[src/rtl/bmem_arbiter_pkg.sv]
// Shared constants and types for the banked-memory arbiter and its line collectors.
package bmem_arb_pkg;
   localparam int BEAT_WIDTH  = 64;
   localparam int BURST_LEN   = 4;
   localparam int LINE_WIDTH  = BEAT_WIDTH * BURST_LEN;
   localparam int OFFSET_BITS = 5;

   typedef enum logic [0:0] {
      IDLE   = 1'b0,
      WBURST = 1'b1
   } arb_state_t;

   typedef logic [LINE_WIDTH-1:0] line_t;
endpackage

[src/rtl/bmem_arbiter_if.sv]
// Banked-memory pin bundle: command/write-beat channel out, read-beat return channel in.
// Handshake: a command or write beat is transferred in a cycle where (bmem_read|bmem_write) && bmem_ready;
// returning beats are qualified by bmem_rvalid alone (no back-pressure) and tagged with bmem_raddr.
interface bmem_arbiter_if #(
   parameter int ADDR_WIDTH = 32,
   parameter int BEAT_WIDTH = 64
);
   logic [ADDR_WIDTH-1:0] bmem_addr;
   logic                  bmem_read;
   logic                  bmem_write;
   logic [BEAT_WIDTH-1:0] bmem_wdata;
   logic                  bmem_ready;
   logic [ADDR_WIDTH-1:0] bmem_raddr;
   logic [BEAT_WIDTH-1:0] bmem_rdata;
   logic                  bmem_rvalid;

   modport master (
      output bmem_addr, bmem_read, bmem_write, bmem_wdata,
      input  bmem_ready, bmem_raddr, bmem_rdata, bmem_rvalid
   );

   modport slave (
      input  bmem_addr, bmem_read, bmem_write, bmem_wdata,
      output bmem_ready, bmem_raddr, bmem_rdata, bmem_rvalid
   );
endinterface

[src/rtl/bmem_arbiter_line_collector.sv]
// Per-requester read tracker: remembers one outstanding line, gathers its beats in order
// and emits a one-cycle response with the finished line.
module bmem_line_collector
   import bmem_arb_pkg::*;
#(
   parameter int ADDR_WIDTH = 32,
   parameter int BEAT_WIDTH = bmem_arb_pkg::BEAT_WIDTH,
   parameter int BURST_LEN  = bmem_arb_pkg::BURST_LEN
) (
   input  logic                             clk,
   input  logic                             rst,
   input  logic                             i_issue,
   input  logic [ADDR_WIDTH-1:0]            i_addr,
   input  logic                             i_rvalid,
   input  logic [ADDR_WIDTH-1:0]            i_raddr,
   input  logic [BEAT_WIDTH-1:0]            i_rdata,
   output logic                             o_out,
   output logic                             o_resp,
   output logic [BEAT_WIDTH*BURST_LEN-1:0]  o_line
);
   localparam int LW    = BEAT_WIDTH * BURST_LEN;
   localparam int CNT_W = $clog2(BURST_LEN);
   localparam logic [CNT_W-1:0] LAST = CNT_W'(BURST_LEN - 1);

   logic                              r_out;
   logic                              r_resp;
   logic [ADDR_WIDTH-OFFSET_BITS-1:0] r_tag;
   logic [CNT_W-1:0]                  r_cnt;
   logic [LW-1:0]                     r_asm;
   logic [LW-1:0]                     r_line;
   logic                              w_hit;

   // Once the last beat lands the collector is closed until the flag drops after resp.
   assign w_hit = r_out && !r_resp && i_rvalid &&
                  (i_raddr[ADDR_WIDTH-1:OFFSET_BITS] == r_tag);

   always_ff @(posedge clk) begin
      if (rst) begin
         r_out  <= 1'b0;
         r_resp <= 1'b0;
         r_tag  <= '0;
         r_cnt  <= '0;
         r_asm  <= '0;
         r_line <= '0;
      end else begin
         r_resp <= 1'b0;
         if (r_resp) begin
            r_out <= 1'b0;
         end
         if (i_issue) begin
            r_out <= 1'b1;
            r_tag <= i_addr[ADDR_WIDTH-1:OFFSET_BITS];
            r_cnt <= '0;
         end
         if (w_hit) begin
            r_asm[r_cnt*BEAT_WIDTH +: BEAT_WIDTH] <= i_rdata;
            r_cnt <= r_cnt + CNT_W'(1);
            // The output copy only changes on completion so it holds between responses.
            if (r_cnt == LAST) begin
               r_resp <= 1'b1;
               r_line <= {i_rdata, r_asm[LW-BEAT_WIDTH-1:0]};
            end
         end
      end
   end

   assign o_out  = r_out;
   assign o_resp = r_resp;
   assign o_line = r_line;
endmodule

[src/rtl/bmem_arbiter.sv]
// Shares one banked-memory port between icache fills and dcache fills/writebacks,
// round-robin arbitrated, with per-requester line assembly of returning bursts.
module bmem_arbiter
   import bmem_arb_pkg::*;
#(
   parameter int ADDR_WIDTH = 32,
   parameter int BEAT_WIDTH = bmem_arb_pkg::BEAT_WIDTH,
   parameter int BURST_LEN  = bmem_arb_pkg::BURST_LEN
) (
   input  logic                            clk,
   input  logic                            rst,
   input  logic [ADDR_WIDTH-1:0]           i_addr,
   input  logic                            i_read,
   output logic [BEAT_WIDTH*BURST_LEN-1:0] i_rdata,
   output logic                            i_resp,
   input  logic [ADDR_WIDTH-1:0]           d_addr,
   input  logic                            d_read,
   input  logic                            d_write,
   input  logic [BEAT_WIDTH*BURST_LEN-1:0] d_wdata,
   output logic [BEAT_WIDTH*BURST_LEN-1:0] d_rdata,
   output logic                            d_resp,
   bmem_arbiter_if.master                  bmem,
   output arb_state_t                      o_dbg_state
);
   localparam int CNT_W = $clog2(BURST_LEN);
   localparam logic [CNT_W-1:0] LAST = CNT_W'(BURST_LEN - 1);
   localparam logic [0:0] ST_IDLE   = 1'b0;
   localparam logic [0:0] ST_WBURST = 1'b1;

   logic [0:0]            r_state;
   logic                  r_rr_d;
   logic [CNT_W-1:0]      r_beat;
   logic [ADDR_WIDTH-1:0] r_waddr;
   logic                  r_wr_resp;

   logic w_idle, w_wburst;
   logic w_i_out, w_d_out, w_i_col_resp, w_d_col_resp, w_d_done;
   logic w_i_elig, w_d_elig, w_grant_i, w_grant_d;
   logic w_issue_i, w_issue_d, w_start_wr;
   logic [ADDR_WIDTH-1:0] w_i_line, w_d_line;

   // Combinational strobes are masked while rst is asserted so the pins read 0 in reset.
   assign w_idle   = (r_state == ST_IDLE)   && !rst;
   assign w_wburst = (r_state == ST_WBURST) && !rst;

   assign w_i_line = {i_addr[ADDR_WIDTH-1:OFFSET_BITS], {OFFSET_BITS{1'b0}}};
   assign w_d_line = {d_addr[ADDR_WIDTH-1:OFFSET_BITS], {OFFSET_BITS{1'b0}}};

   assign d_resp   = r_wr_resp | w_d_col_resp;
   assign i_resp   = w_i_col_resp;
   assign w_d_done = d_resp;

   // d_done covers the writeback resp cycle, where no outstanding flag protects the request.
   assign w_i_elig  = i_read && !w_i_out;
   assign w_d_elig  = (d_read || d_write) && !w_d_out && !w_d_done;
   assign w_grant_d = w_d_elig && (!w_i_elig || r_rr_d);
   assign w_grant_i = w_i_elig && !w_grant_d;

   assign w_issue_i  = w_idle && w_grant_i && bmem.bmem_ready;
   assign w_issue_d  = w_idle && w_grant_d && !d_write && bmem.bmem_ready;
   assign w_start_wr = w_idle && w_grant_d && d_write;

   always_comb begin
      bmem.bmem_read  = 1'b0;
      bmem.bmem_write = 1'b0;
      bmem.bmem_addr  = '0;
      bmem.bmem_wdata = '0;
      if (w_idle) begin
         if (w_grant_i) begin
            bmem.bmem_read = 1'b1;
            bmem.bmem_addr = w_i_line;
         end else if (w_grant_d && !d_write) begin
            bmem.bmem_read = 1'b1;
            bmem.bmem_addr = w_d_line;
         end
      end else if (w_wburst) begin
         bmem.bmem_write = 1'b1;
         bmem.bmem_addr  = r_waddr;
         bmem.bmem_wdata = d_wdata[r_beat*BEAT_WIDTH +: BEAT_WIDTH];
      end
   end

   always_ff @(posedge clk) begin
      if (rst) begin
         r_state   <= ST_IDLE;
         r_rr_d    <= 1'b1;
         r_beat    <= '0;
         r_waddr   <= '0;
         r_wr_resp <= 1'b0;
      end else begin
         r_wr_resp <= 1'b0;
         case (r_state)
            ST_IDLE: begin
               if (w_issue_i || w_issue_d || w_start_wr) begin
                  r_rr_d <= w_grant_i;
               end
               if (w_start_wr) begin
                  r_state <= ST_WBURST;
                  r_beat  <= '0;
                  r_waddr <= w_d_line;
               end
            end
            ST_WBURST: begin
               if (bmem.bmem_ready) begin
                  r_beat <= r_beat + CNT_W'(1);
                  if (r_beat == LAST) begin
                     r_state   <= ST_IDLE;
                     r_wr_resp <= 1'b1;
                  end
               end
            end
            default: r_state <= ST_IDLE;
         endcase
      end
   end

   assign o_dbg_state = arb_state_t'(r_state);

   bmem_line_collector #(
      .ADDR_WIDTH (ADDR_WIDTH),
      .BEAT_WIDTH (BEAT_WIDTH),
      .BURST_LEN  (BURST_LEN)
   ) u_icol (
      .clk      (clk),
      .rst      (rst),
      .i_issue  (w_issue_i),
      .i_addr   (i_addr),
      .i_rvalid (bmem.bmem_rvalid),
      .i_raddr  (bmem.bmem_raddr),
      .i_rdata  (bmem.bmem_rdata),
      .o_out    (w_i_out),
      .o_resp   (w_i_col_resp),
      .o_line   (i_rdata)
   );

   bmem_line_collector #(
      .ADDR_WIDTH (ADDR_WIDTH),
      .BEAT_WIDTH (BEAT_WIDTH),
      .BURST_LEN  (BURST_LEN)
   ) u_dcol (
      .clk      (clk),
      .rst      (rst),
      .i_issue  (w_issue_d),
      .i_addr   (d_addr),
      .i_rvalid (bmem.bmem_rvalid),
      .i_raddr  (bmem.bmem_raddr),
      .i_rdata  (bmem.bmem_rdata),
      .o_out    (w_d_out),
      .o_resp   (w_d_col_resp),
      .o_line   (d_rdata)
   );
endmodule

[src/flat_wrapper.sv]
// flat-port wrapper written by rule: the top's interface ports become plain ports
module bmem_arbiter_flat import bmem_arb_pkg::*;
#(
   parameter int ADDR_WIDTH = 32,
   parameter int BEAT_WIDTH = bmem_arb_pkg::BEAT_WIDTH,
   parameter int BURST_LEN  = bmem_arb_pkg::BURST_LEN
)
  (clk, rst, i_addr, i_read, i_rdata, i_resp, d_addr, d_read, d_write, d_wdata, d_rdata, d_resp, o_dbg_state, bmem_bmem_addr, bmem_bmem_read, bmem_bmem_write, bmem_bmem_wdata, bmem_bmem_ready, bmem_bmem_raddr, bmem_bmem_rdata, bmem_bmem_rvalid);
  bmem_arbiter_if #(.ADDR_WIDTH(ADDR_WIDTH), .BEAT_WIDTH(BEAT_WIDTH)) bmem_i ();
  input  logic clk;
  input  logic rst;
  input  logic [ADDR_WIDTH-1:0] i_addr;
  input  logic i_read;
  output logic [BEAT_WIDTH*BURST_LEN-1:0] i_rdata;
  output logic i_resp;
  input  logic [ADDR_WIDTH-1:0] d_addr;
  input  logic d_read;
  input  logic d_write;
  input  logic [BEAT_WIDTH*BURST_LEN-1:0] d_wdata;
  output logic [BEAT_WIDTH*BURST_LEN-1:0] d_rdata;
  output logic d_resp;
  output arb_state_t o_dbg_state;
  output wire logic [$bits(bmem_i.bmem_addr)-1:0] bmem_bmem_addr;
  output wire logic [$bits(bmem_i.bmem_read)-1:0] bmem_bmem_read;
  output wire logic [$bits(bmem_i.bmem_write)-1:0] bmem_bmem_write;
  output wire logic [$bits(bmem_i.bmem_wdata)-1:0] bmem_bmem_wdata;
  input wire logic [$bits(bmem_i.bmem_ready)-1:0] bmem_bmem_ready;
  input wire logic [$bits(bmem_i.bmem_raddr)-1:0] bmem_bmem_raddr;
  input wire logic [$bits(bmem_i.bmem_rdata)-1:0] bmem_bmem_rdata;
  input wire logic [$bits(bmem_i.bmem_rvalid)-1:0] bmem_bmem_rvalid;
  assign bmem_bmem_addr = bmem_i.bmem_addr;
  assign bmem_bmem_read = bmem_i.bmem_read;
  assign bmem_bmem_write = bmem_i.bmem_write;
  assign bmem_bmem_wdata = bmem_i.bmem_wdata;
  assign bmem_i.bmem_ready = bmem_bmem_ready;
  assign bmem_i.bmem_raddr = bmem_bmem_raddr;
  assign bmem_i.bmem_rdata = bmem_bmem_rdata;
  assign bmem_i.bmem_rvalid = bmem_bmem_rvalid;
  bmem_arbiter #(.ADDR_WIDTH(ADDR_WIDTH), .BEAT_WIDTH(BEAT_WIDTH), .BURST_LEN(BURST_LEN)) u_core (.clk(clk), .rst(rst), .i_addr(i_addr), .i_read(i_read), .i_rdata(i_rdata), .i_resp(i_resp), .d_addr(d_addr), .d_read(d_read), .d_write(d_write), .d_wdata(d_wdata), .d_rdata(d_rdata), .d_resp(d_resp), .bmem(bmem_i), .o_dbg_state(o_dbg_state));
endmodule
[config.mk]
export PLATFORM = sky130hd
export DESIGN_NAME = bmem_arbiter_flat
export DESIGN_NICKNAME = d
export VERILOG_FILES = /design/src/rtl/bmem_arbiter_pkg.sv /design/src/rtl/bmem_arbiter_if.sv /design/src/rtl/bmem_arbiter_line_collector.sv /design/src/rtl/bmem_arbiter.sv /design/src/flat_wrapper.sv
export SDC_FILE = /design/constraint.sdc
export NUM_CORES = 2
export LEC_CHECK = 0
export CAP_MARGIN = 40
export CORE_AREA = 5 5 401 403
export CTS_BUF_LIST = sky130_fd_sc_hd__clkbuf_8
export CTS_CLUSTER_SIZE = 8
export DETAILED_ROUTE_END_ITERATION = 12
export DIE_AREA = 0 0 406 408
export PLACE_DENSITY = 0.47
export SLEW_MARGIN = 5
export SYNTH_ARGS = -nofsm -noshare
export SYNTH_HDL_FRONTEND = slang
export SYNTH_HIERARCHICAL = 1
export SYNTH_SLANG_ARGS = --single-unit
export TNS_END_PERCENT = 1
[constraint.sdc]
create_clock -name clk -period 6.38 [get_ports clk]
set_clock_uncertainty 0.05 [all_clocks]
set_input_delay 1.276 -clock clk [delete_from_list [all_inputs] [get_ports clk]]
set_output_delay 1.276 -clock clk [all_outputs]
set_load 0.05 [all_outputs]
## Word-level counts from Yosys, hierarchy flattened

Index checks and enable logic that the tools add are counted.

| operators by class | value |
|---|---|
| add/subtract/negate cells | 5 |
| equal/unequal tests | 7 |
| shifts and indexed selects | 5 |
| muxes and demuxes | 31 |
| bitwise operators | 5 |
| reduce and logical (&&, ||, !) cells | 45 |

Operator list:

| kind | number |
|---|---|
| 256-bit bitwise mux | 2 |
| 64-bit by 34-bit variable shift with 256-bit output, first input constant | 2 |
| 64-bit by 34-bit variable part select with 256-bit output | 2 |
| 256-bit by 9-bit variable part select with 64-bit output | 1 |
| 32-bit 2-to-1 mux | 4 |
| 64-bit 2-to-1 mux | 2 |
| 8-bit negator with 34-bit output | 2 |
| 27-bit equality test | 2 |
| 1-bit logical AND | 20 |
| 1-bit 2-to-1 mux | 15 |
| 2-bit 2-to-1 mux | 6 |
| 2-bit AND reduction | 5 |
| 1-bit zero test | 9 |
| 2-bit nonzero test | 4 |
| 2-bit by 1-bit adder with 2-bit output, second input constant | 3 |
| 2-bit equality test, second input constant | 3 |
| 1-bit logical OR | 4 |
| 1-bit NOT | 4 |
| 2-bit case mux with 2 select lines | 1 |
| 2-bit OR reduction | 2 |
| 3-bit OR reduction | 1 |
| 2-bit by 1-bit inequality test with 1-bit output, second input constant | 1 |
| 2-bit inequality test, second input constant | 1 |
| 1-bit case mux with 2 select lines | 1 |
| 1-bit OR | 1 |

| storage, ports and cells | value |
|---|---|
| register bits after elaboration | 1118 |
| input port bits | 423 |
| output and inout bits | 613 |
| word-level logic and storage cells | 115 |

## Longest topological paths before layout

| logic depth | value |
|---|---|
| word-level depth | 12 |
| depth in mapped cells | 8 |
| gate-level depth less buffers | 5 |

## By module

Netlist, hierarchy kept.

By module, submodules not included:

| module | instances | cells an instance | area an instance (sq um) | seq. area each (sq um) |
|---|---|---|---|---|
| bmem_line_collector at u_core.u_icol | 1 | 1895 | 19597.5 | 9589.2 |
| bmem_line_collector at u_core.u_dcol | 1 | 1893 | 19571.3 | 9589.2 |
| bmem_arbiter | 1 | 339 | 3803.6 | 640.6 |

## Least setup slack after synthesis

OpenSTA, ideal clock, no wires.

| timing path | value |
|---|---|
| path kind | in2out |
| start | in rst |
| end | out bmem_bmem_wdata[55] |
| arrival | 2702 ps |
| required time | 5054 ps |
| path slack | 2352 ps |
| stages on the path | 4 |
| buffers on the path | 2 |
| path through | nor2b_1 > clkbuf_1 > clkbuf_1 > and2_1 |

| on the way | value |
|---|---|
| cells in the longest elaborated chain, start to end | 4 |
| elaborated cells between the ends (all ways) | 5 |
| those cells by class | mux (2); reduce/logical (3) |

RTL lines:

| what | RTL line | text |
|---|---|---|
| start, declared | flat_wrapper.sv:11 | `input logic rst;` |
| 1-bit zero test (*) | bmem_arbiter.sv:43, bmem_arbiter.sv:44 |  |
| 1-bit logical AND | bmem_arbiter.sv:44 | `assign w_wburst = (r_state == ST_WBURST) && !rst;` |
| 64-bit 2-to-1 mux | bmem_arbiter.sv:76 | `end else if (w_wburst) begin` |
| 64-bit 2-to-1 mux (*) | bmem_arbiter.sv:68 | `if (w_idle) begin` |
| end, declared | flat_wrapper.sv:26 | `output wire logic [$bits(bmem_i.bmem_wdata)-1:0] bmem_bmem_wdata;` |

Mark *: on every way between the ends. The rest lies on a longest branch, timed or not.

## Worst setup path after layout

| timing path | value |
|---|---|
| start | in d_read |
| end | out bmem_bmem_addr[14] |

| on the way | value |
|---|---|
| cells in the longest elaborated chain, start to end | 8 |
| elaborated cells between the ends (all ways) | 10 |
| those cells by class | mux (3); reduce/logical (7) |

RTL lines:

| what | RTL line | text |
|---|---|---|
| start, declared | flat_wrapper.sv:17 | `input logic d_read;` |
| 1-bit logical OR (*) | bmem_arbiter.sv:55 | `assign w_d_elig = (d_read \|\| d_write) && !w_d_out && !w_d_done;` |
| 1-bit logical AND (*) (2 in series) | bmem_arbiter.sv:55 |  |
| 1-bit logical AND (*) | bmem_arbiter.sv:56 | `assign w_grant_d = w_d_elig && (!w_i_elig \|\| r_rr_d);` |
| 1-bit logical AND / 1-bit zero test (equally long branches) | bmem_arbiter.sv:72, bmem_arbiter.sv:57 |  |
| 32-bit 2-to-1 mux / 1-bit logical AND (equally long branches) | bmem_arbiter.sv:72, bmem_arbiter.sv:57 |  |
| 32-bit 2-to-1 mux (*) | bmem_arbiter.sv:69 | `if (w_grant_i) begin` |
| 32-bit 2-to-1 mux (*) | bmem_arbiter.sv:68 |  |
| end, declared | flat_wrapper.sv:23 | `output wire logic [$bits(bmem_i.bmem_addr)-1:0] bmem_bmem_addr;` |

Marks and branches as above.

==> summary.md <==
| Metric | Value |
|---|---|
| Synthesized area | 42970 um2 |
| GP Congestion | 0.9335 |
| Worst min path class | reg2reg |
| DRC violations left | 0 |
| Die Area | 165600 um2 |
| Worst-path cell chain | clkdlybuf4s50_1 > nor4b_1 > and3_1 > buf_4 > a221o_1 > clkdlybuf4s50_1 |
| First-pass GRT wire length | 267600 um |
| Worst-path clk slew | 0.05 ns |
| Final net count | 5539 |
| Share of layout cells above drive strength 1 | 9.933% |
| Drt wl/cell | 26.51 um |
| R2R Path End | u_core/u_icol/o_line[234] |
| First drt pass iteration count | 5 |
| Io pins | 1036 |
| Final setup vio count | 0 |
| Design Power | 13.44 mW |
| Top post-synthesis cells by area | dfxtp_1 (46%), mux2i_1 (19%), nand2b_1 (11%) |
| First DRT Iteration DRCs | 1800 |
| Mapped Avg Cell Area | 10.41 um2 |
| CTS Sinks | 990 |
| ANT nets after route | 0 |
| Detailed placement HPWL | 145200 um |
| P_leak | 22.59 nW |
| CTS Hold Buffers Added | 0 |
| Crit path max-delay cell type | clkdlybuf4s50_1 |
| Setup WS pre-CTS | 1.156 ns |
| Max Buffers Root-to-Sink | 3 |
| Clock Tree Root | clkbuf_8 |
| Register area | 19820 um2 |
| Area fraction of the dominant cell type after synthesis | 46.12% |
| Vias in the first global route | 33082 |
| Slowest stage delay, CP | 0.90 ns |
| Crit path max-delay family | buffers and inverters |
| Async SR Flop Fraction | 0% |
| Area leader, netlist | dfxtp_1 |
| Cts repair resizes | 0 |
| CP Max Fanout | 28 |
| Sequential cell area fraction in the yosys report | 46.12% |
| CP endpoint kind | output port |
| Status | finished, final reports clean |
| Fill cells | 15794 |
| CP dominant cell by count | clkdlybuf4s50_1 |
| Final Max Slew Viols | 0 |
| WHS Endpoint | u_core/u_dcol/o_line[189] |
| Die X | 406 um |
| RSZ-0062 raised after global routing | false |
| Worst-margin pin slew | 1.125 ns |
| Via density per instance | 4.506 |
| Clk_lat worst skew | 0.87 ns |
| Footprint of the multi-input gates | 21870 um2 |
| Post-synth EDFFs | 0 |
| FF+latch count, synth | 990 |
| DRT Wirelength | 194600 um |
| Core ar. | 157100 um2 |
| Worst setup margin | 1.050 ns |
| CTS buffer count | 182 |
| Via Count | 33081 |
| Relative slew slack | 24.97% |
| Setup crit start kind | primary input |
| Highest clock rate | 0.1876 GHz |
| CTS tree | built |
| Die Ht | 408 um |
| Worst Path Required | 5.05 ns |
| Main flop type after synthesis | dfxtp_1 |
| Largest net degree at the start of global routing | 194 |
| Hold depth | 2 |
| Critical Path AT | 4.00 ns |
| Worst r2r path cells | 6 |
| Postcts setup bufs | 0 |
| Final Hold Fails | 0 |
| Max-cap violation count | 0 |
| Commonest non-fill, non-tap cells in the layout | clkdlybuf4s50_1 (1014), dfxtp_1 (988), mux2i_1 (824), nand2b_1 (770), nand2_1 (394) |
| Commonest non-fill, non-tap cell in the layout | clkdlybuf4s50_1 |
| Post-synthesis cell type count | 42 |
| Initial Util | 27.35% |
| Final worst path period share | 83.55% |
| Type of the worst setup path | in2out |
| Pwr Density | 227.2 nW/um2 |
| Buffers on Ports | 1015 |
| Final hold slack | 0.4176 ns |
| # H-tree levels | 4 |
| Maximum vdd drop | 0.0001622 V |
| Buf+Inv Stages, Crit Path | 3 |
| Gate Count Post-Synth | 4127 |
| Total GRT Usage | 22.66% |
| Tmin final | 5.330 ns |
| Yosys warning count | 6 |
| Reg2reg start | u_core/u_icol/r_tag[7] |
| FF-to-FF setup slack | 3.20 ns |
| Initial antenna violation count | 55 |
| Syn-to-layout area delta | 37.61% |
| Setup TNS after final layout | 0 ns |
| Hold Path Origin | u_core/u_dcol/r_asm[189] |
| Row Count | 146 |
| GRT overflow | 0 |
-- per-layer routing --
layer  up-vias  global-route usage, %  wire length [um]
met5         -                      0               134
met4        24                  4.921              3728
met3       227                  7.833             15190
met2       925                  34.16             83890
met1     16138                  31.29             91630
li1      15767                      -                 -
-- state kept, by name (all words and copies together), names as in the netlist, 27 cells and up --
signal	cells
u_core/u_dcol/r_asm	192
u_core/u_icol/r_tag	27
u_core/u_icol/o_line	256
u_core/u_dcol/o_line	256
u_core/u_dcol/r_tag	27
u_core/r_waddr	27
u_core/u_icol/r_asm	192
-- synth_stat cells (all sizes together), types with 2 or more instances --
master	n
a21oi	2
a221o	28
and2	92
and3	4
and4	3
buf	120
clkbuf	188
dfxtp	990
ha	10
inv	9
mux2	157
mux2i	824
mux4	64
nand2	394
nand2b	770
nand3	2
nand3b	4
nand4	13
nor2	62
nor2b	285
nor3	11
nor3b	5
nor4	18
o21ai	2
or2	4
or3	3
or4	2
xnor2	24
xor2	30
-- through the flow --
stage | instance area, um2 | util [%] | instances
2_1_floorplan | 42990 | - | 4131
3_3_place_gp | 55100 | 35.07 | 6965
3_5_place_dp | 55510 | 35.33 | 6994
4_1_cts | 59070 | 37.60 | 7317
5_1_grt | 59090 | 37.62 | 7325
6_report | 59130 | 37.64 | 7341
-- worst max path at each step --
stage,from,to,depth (start not counted)
after floorplan,rst,bmem_bmem_wdata[55],4
after global placement,d_read,bmem_bmem_addr[14],6
after detailed placement,d_read,bmem_bmem_addr[14],6
after CTS,d_read,bmem_bmem_addr[14],6
after global routing,d_read,bmem_bmem_addr[14],6
final,d_read,bmem_bmem_addr[14],6
-- cell type report --
type	instances	share of cell area, %
Clock buffer	220	5.120
Sequential cell	990	33.52
Multi-Input combinational cell	2824	36.98
Timing Repair Buffer	1099	18.92
Clock inverter	103	0.9119
Inverter	9	0.05713
Antenna cell	24	0.1016
Tap cell	2072	4.384
-- where the power goes --
group / switching, mW / internal (mW)
Clock: 2.81 / 3.20
Combinational: 0.655 / 0.548
Sequential: 0.0147 / 6.21
Total: 3.48 / 9.96
-- logic make-up (layout without fill, tap and decap cells) --
group / count (synthesis) / in the layout / synth area share (%)
DFF: 990 / 990 / 46.12
other: 1 / 29 / 0.008727
xor gates and xnor gates: 54 / 54 / 1.101
and+or+nand+nor: 1674 / 1674 / 21.77
AOI/OAI and AO/OA: 36 / 36 / 0.7745
buffers and inverters: 317 / 1431 / 3.270
muxes: 1045 / 1045 / 26.66
adders and majority gates: 10 / 10 / 0.2912
-- worst register-to-register path: stages, from the launching register on --
cell     delay (ns)
dfxtp_1        0.32
xnor2_1        0.43
nand4_1        0.24
nor4_2         0.41
nand3_4        0.48
buf_12         0.49
mux2_1         0.65
Note: power is estimated with default switching activity, not from simulation.
